`config.mk`:
```
export PLATFORM = sky130hd
export DESIGN_NAME = instr_seq
export DESIGN_NICKNAME = d
export VERILOG_FILES = /design/src/rtl/instr_seq_pkg.sv /design/src/rtl/seq_prog_mem.sv /design/src/rtl/instr_seq.sv
export SDC_FILE = /design/constraint.sdc
export NUM_CORES = 1
export LEC_CHECK = 0
export ABC_AREA = 1
export CAP_MARGIN = 20
export CORE_MARGIN = 8
export CORE_UTILIZATION = 55
export DETAILED_ROUTE_END_ITERATION = 10
export MAX_ROUTING_LAYER = met4
export PLACE_DENSITY = 0.76
export RECOVER_POWER = 100
export SKIP_CTS_REPAIR_TIMING = 1
export SLEW_MARGIN = 20
export SYNTH_ARGS = -nofsm -noshare
export SYNTH_HDL_FRONTEND = slang
export SYNTH_SLANG_ARGS = --single-unit
```
`constraint.sdc`:
```
create_clock -name clk -period 2.26 [get_ports clk]
set_input_delay 0.339 -clock clk [delete_from_list [all_inputs] [get_ports clk]]
set_output_delay 0.339 -clock clk [all_outputs]
set_load 0.03 [all_outputs]
```
`src/rtl/instr_seq_pkg.sv`:
```
// Shared types for the instruction sequencer: FSM state encoding and cpu word width.
package instr_seq_pkg;

    localparam int WORD_W = 16;

    typedef enum logic [2:0] {
        IDLE,
        ISSUE,
        WAIT_BUSY,
        WAIT_DONE,
        DONE,
        ERROR
    } state_t;

endpackage

```
`src/rtl/seq_prog_mem.sv`:
```
// Program store: one synchronous write port, one combinational read port.
// Write lands at the clock edge; read data follows raddr in the same cycle; no backpressure.
module seq_prog_mem
    import instr_seq_pkg::*;
#(
    parameter int ADDR_W = 5
) (
    input  logic              clk,
    input  logic              we,
    input  logic [ADDR_W-1:0] waddr,
    input  logic [WORD_W-1:0] wdata,
    input  logic [ADDR_W-1:0] raddr,
    output logic [WORD_W-1:0] rdata
);

    logic [WORD_W-1:0] mem [2**ADDR_W];

    always_ff @(posedge clk) begin
        if (we) begin
            mem[waddr] <= wdata;
        end
    end

    assign rdata = mem[raddr];

endmodule

```
`src/rtl/instr_seq.sv`:
```
// Runs a stored program on the cpu via load/start/waiting, capturing result and flags per word.
// Registered outputs, 1-cycle issue pulses; stalls on cpu_waiting, each wait phase bounded by TIMEOUT.
module instr_seq
    import instr_seq_pkg::*;
#(
    parameter int ADDR_W  = 5,
    parameter int TIMEOUT = 16
) (
    input  logic              clk,
    input  logic              rst,
    input  logic              run,
    input  logic              prog_we,
    input  logic [ADDR_W-1:0] prog_addr,
    input  logic [WORD_W-1:0] prog_data,
    input  logic [ADDR_W:0]   prog_len,
    input  logic              cpu_waiting,
    input  logic [WORD_W-1:0] cpu_out,
    input  logic              cpu_N,
    input  logic              cpu_V,
    input  logic              cpu_Z,
    output logic [WORD_W-1:0] instr,
    output logic              load,
    output logic              start,
    output logic [ADDR_W-1:0] pc,
    output logic              busy,
    output logic              done,
    output logic              err,
    output logic [ADDR_W:0]   retired,
    output logic [WORD_W-1:0] last_out,
    output logic [2:0]        last_zvn
);

    localparam int              TW      = (TIMEOUT > 1) ? $clog2(TIMEOUT) : 1;
    localparam logic [TW-1:0]   T_LAST  = TW'(TIMEOUT - 1);
    localparam logic [ADDR_W:0] MAX_LEN = {1'b1, {ADDR_W{1'b0}}};

    state_t            state, state_d;
    logic [ADDR_W:0]   len, len_d, len_clamp, retired_d;
    logic [ADDR_W-1:0] pc_d, rd_addr;
    logic [TW-1:0]     timer, timer_d;
    logic [WORD_W-1:0] instr_d, last_out_d, rd_data;
    logic [2:0]        last_zvn_d;
    logic              load_d, start_d, mem_we;

    assign mem_we    = prog_we && (state == IDLE);
    assign len_clamp = (prog_len > MAX_LEN) ? MAX_LEN : prog_len;

    seq_prog_mem #(.ADDR_W(ADDR_W)) u_mem (
        .clk   (clk),
        .we    (mem_we),
        .waddr (prog_addr),
        .wdata (prog_data),
        .raddr (rd_addr),
        .rdata (rd_data)
    );

    always_comb begin
        state_d    = state;
        len_d      = len;
        pc_d       = pc;
        timer_d    = timer;
        instr_d    = instr;
        retired_d  = retired;
        last_out_d = last_out;
        last_zvn_d = last_zvn;
        load_d     = 1'b0;
        start_d    = 1'b0;
        rd_addr    = pc + ADDR_W'(1);

        case (state)
            IDLE: begin
                rd_addr = '0;
                if (run) begin
                    len_d     = len_clamp;
                    pc_d      = '0;
                    retired_d = '0;
                    if (len_clamp == '0) begin
                        state_d = DONE;
                    end else begin
                        state_d = ISSUE;
                        load_d  = 1'b1;
                        start_d = 1'b1;
                        // A word written to address 0 on this same edge is not yet in the array.
                        instr_d = (prog_we && (prog_addr == '0)) ? prog_data : rd_data;
                    end
                end
            end
            ISSUE: begin
                state_d = WAIT_BUSY;
                timer_d = '0;
            end
            WAIT_BUSY: begin
                if (!cpu_waiting) begin
                    state_d = WAIT_DONE;
                    timer_d = '0;
                end else if (timer == T_LAST) begin
                    state_d = ERROR;
                end else begin
                    timer_d = timer + TW'(1);
                end
            end
            WAIT_DONE: begin
                if (cpu_waiting) begin
                    last_out_d = cpu_out;
                    last_zvn_d = {cpu_Z, cpu_V, cpu_N};
                    retired_d  = retired + (ADDR_W+1)'(1);
                    if ({1'b0, pc} == len - (ADDR_W+1)'(1)) begin
                        state_d = DONE;
                    end else begin
                        state_d = ISSUE;
                        pc_d    = pc + ADDR_W'(1);
                        instr_d = rd_data;
                        load_d  = 1'b1;
                        start_d = 1'b1;
                    end
                end else if (timer == T_LAST) begin
                    state_d = ERROR;
                end else begin
                    timer_d = timer + TW'(1);
                end
            end
            DONE: begin
                // run must be seen low before another run can start
                if (!run) begin
                    state_d = IDLE;
                end
            end
            ERROR: begin
                state_d = ERROR;
            end
            default: begin
                state_d = IDLE;
            end
        endcase
    end

    always_ff @(posedge clk) begin
        if (rst) begin
            state    <= IDLE;
            len      <= '0;
            pc       <= '0;
            timer    <= '0;
            instr    <= '0;
            load     <= 1'b0;
            start    <= 1'b0;
            retired  <= '0;
            last_out <= '0;
            last_zvn <= '0;
        end else begin
            state    <= state_d;
            len      <= len_d;
            pc       <= pc_d;
            timer    <= timer_d;
            instr    <= instr_d;
            load     <= load_d;
            start    <= start_d;
            retired  <= retired_d;
            last_out <= last_out_d;
            last_zvn <= last_zvn_d;
        end
    end

    assign busy = (state == ISSUE) || (state == WAIT_BUSY) || (state == WAIT_DONE);
    assign done = (state == DONE);
    assign err  = (state == ERROR);

endmodule

```
==> run metrics <==
R2R setup slack=around 0.03 ns; CTS Sinks=572; Startpoint Class=primary input; Site Rows=between 70 and 80; worst flop-to-flop path startpoint=pc[1]; filler instances=between 3,000 and 4,000; Pwr Density=between 800 and 900 mW/mm^2; fraction of layout cells with a size suffix above 1=0.0891; syn_area_per_cell=about 10 sq um; first-pass GRT wire length=between 100,000 and 150,000 um; final WL=around 70,000 um; num ports=102; Synth area leaders=edfxtp_1 (61%), nand3_1 (8.5%), nand2_1 (6.1%), nand3b_1 (5.3%), nor2_1 (5.2%); initial core utilization=0.557; RSZ-0062 raised after global routing=true; DRC violations left=0; clock insertion delay at the later pin of the skew report=between 0.6 and 0.7 ns; Sw Share=0.296; YS warnings=0; critical path peak fanout=22; Synth top area share=0.610; Leak=about 0.012 uW; Setup TNS=0 ns; TritonCTS clock tree=built; maxcap violations=5; hold_ws=roughly 0.29 ns; Pint=between 15,000 and 20,000 uW; FF-to-FF path depth=13; Peak Freq=roughly 440 MHz; root buffer cell=clkbuf_16; total power=26,600 uW; Synth area leader=edfxtp_1; placed cells=~3,100; worst path arrival time=2.65 ns; Slew Viols, Final=148; WL/cell=roughly 21 um; Max-slew headroom=-0.419; Worst Path Required=2.66 ns; Peak VDD IR=slightly above 700 uV; Ant. Diodes=0; Final HPWL DP=between 40,000 and 50,000 um; Via density=5.82; HP Class=in2reg; sequential cell area fraction in the yosys report=0.658; gr usage total=0.254; CTS H-Tree Depth=2; Core ar.=between 0.04 and 0.05 sq mm; async set or reset register ratio after synthesis=0; CP Capture Type=flip-flop; vias in the first global route=around 18,000; worst hold path endpoint=last_out[7]; most common library cells after synthesis=edfxtp_1 (512), nand3_1 (426), nand2_1 (410); min-delay src=cpu_out[7]; Setup CP Type=in2reg; vias=approximately 19,000; # nets final=approximately 2,700; grt ovf=0; run status=complete, but fails checks; drt pass-1 iters=6; total CTS buffers=between 50 and 60; Mapped Cells=roughly 2,400; count of different cell masters after synthesis=37; violated checks=max-capacitance violations, max-slew violations; Synth Flop Type=edfxtp_1; proportion of power drawn by flip-flops and latches=0.445; clock buffer depth=3; most numerous cell in the Yosys netlist=edfxtp_1; Worst Max-Slew Pin Slew=around 2.1 ns; clock-pin slew on the worst setup and hold paths=around 0.060 ns; synthesized net count=2,486; largest net degree at the start of global routing=100; Non-Filler Instances=about 3,200; routability congestion estimate=between 0.9 and 1; Port Buf Inserts=101; Die H=between 200 and 250 um; final worst-path cycle share=0.996; Util after Layout=0.660; initial drt markers=2,550; initial antenna violation count=1; ANT nets after route=0; hold path depth=3; DIE WIDTH=230 um; flops & latches, synth=~570; worst clock skew=about 0.027 ns; Final Setup Violations=0; EDFF count, synth=about 510; area grow syn2layout=18.6%; Fin. Hold Viols=0; die footprint=between 0.05 and 0.06 sq mm; Comb pwr share=0.218; worst r2r dst=instr[2]; clock share of power=0.337; Cell Area, Synth=around 0.025 sq mm; Sw Pwr=about 7900 uW; post-layout min period=approximately 2.3 ns
kinds of logic (layout without fill, tap and decap cells):
family | Yosys count | count (layout) | share of synthesized area
buf+inv | 373 | 589 | 0.0618
compound gates | 86 | 86 | 0.0177
xor+xnor | 10 | 10 | 0.00432
simple gates | 1385 | 1386 | 0.256
fa+ha+maj | 4 | 4 | 0.00199
flops | 572 | 572 | 0.658
mux | 1 | 1 | 0.000397
stage by stage:
| stage | setup WS [ns] | area [sq um] |
|---|---|---|
| after floorplan | -0.131 | 25200 |
| after global placement | 0.00193 | 27900 |
| after detailed placement | -0.0462 | 27900 |
| after CTS | -0.233 | 29600 |
| after global routing | -0.0704 | 29900 |
| final | 0.00823 | 29900 |
critical path, stage by stage:
cell           delay (ns)
dlygate4sd3_1        0.52
clkbuf_1             1.26
clkbuf_2             0.52
routing by layer:
metal  global-route usage  vias up  share of wire  wire (um)
li1                     -     8597              -          -
met1                0.341     9021           0.40      27500
met2                0.391     1123           0.46      32000
met3               0.0468      152           0.11       7580
met4               0.0863        0          0.035       2430
met5                    -        -              0          0
registers in the layout (all words and copies together) (netlist names):
register,cells
pc,5
instr,16
state,3
retired,6
len,6
timer,4
last_zvn,3
u_mem.mem,512
last_out,16
start,1
worst max-delay path by stage:
stage	start	cells past startpoint	endpoint	slack (ns)
after CTS	state[0]	6	err	-0.23
after floorplan	state[0]	7	u_mem.mem[11][0]	-0.13
after detailed placement	pc[0]	13	instr[7]	-0.05
final	prog_data[3]	3	u_mem.mem[7][3]	0.008
after global routing	state[0]	14	instr[7]	-0.07
after global placement	pc[0]	13	instr[7]	0.002
power by group through the flow:
stage / logic [uW] / clock network, uW / registers, uW
6_report: 5790 / 8980 / 11800
4_1_cts: 5330 / 9070 / 11800
3_5_place_dp: 5280 / 0 / 12000
3_3_place_gp: 5150 / 0 / 12000
5_1_grt: 6230 / 9440 / 11900
2_1_floorplan: 3160 / 0 / 12200
final cells by class:
| class | count | area [sq um] | share of cell area |
|---|---|---|---|
| flip-flops and latches | 572 | 16600 | 0.555 |
| multi-input cells | 1487 | 7160 | 0.240 |
| repair buffers | 256 | 2770 | 0.0928 |
| clock buffers | 81 | 1560 | 0.0521 |
| inverters | 226 | 873 | 0.0292 |
| well taps | 600 | 751 | 0.0251 |
| clock inverters | 26 | 198 | 0.00661 |
placed cells by master, fill, tap and decap left out, drive strengths merged, types with 2 or more instances in the layout:
cell	netlist	final
nor3	8	8
inv	225	227
clkbuf	42	116
o21ai	26	26
edfxtp	512	512
nand3b	177	177
dlymetal6s2s	0	3
bufinv	0	2
o22ai	2	2
nor2	355	355
a21oi	52	52
ha	4	4
xnor2	3	3
clkinvlp	0	2
clkdlybuf4s50	0	84
o21a	2	2
nand3	426	426
nand2	415	416
dfxtp	60	60
buf	105	119
a31oi	2	2
xor2	6	6
clkinv	1	21
dlygate4sd3	0	14
Note: power is estimated with default switching activity, not from simulation.
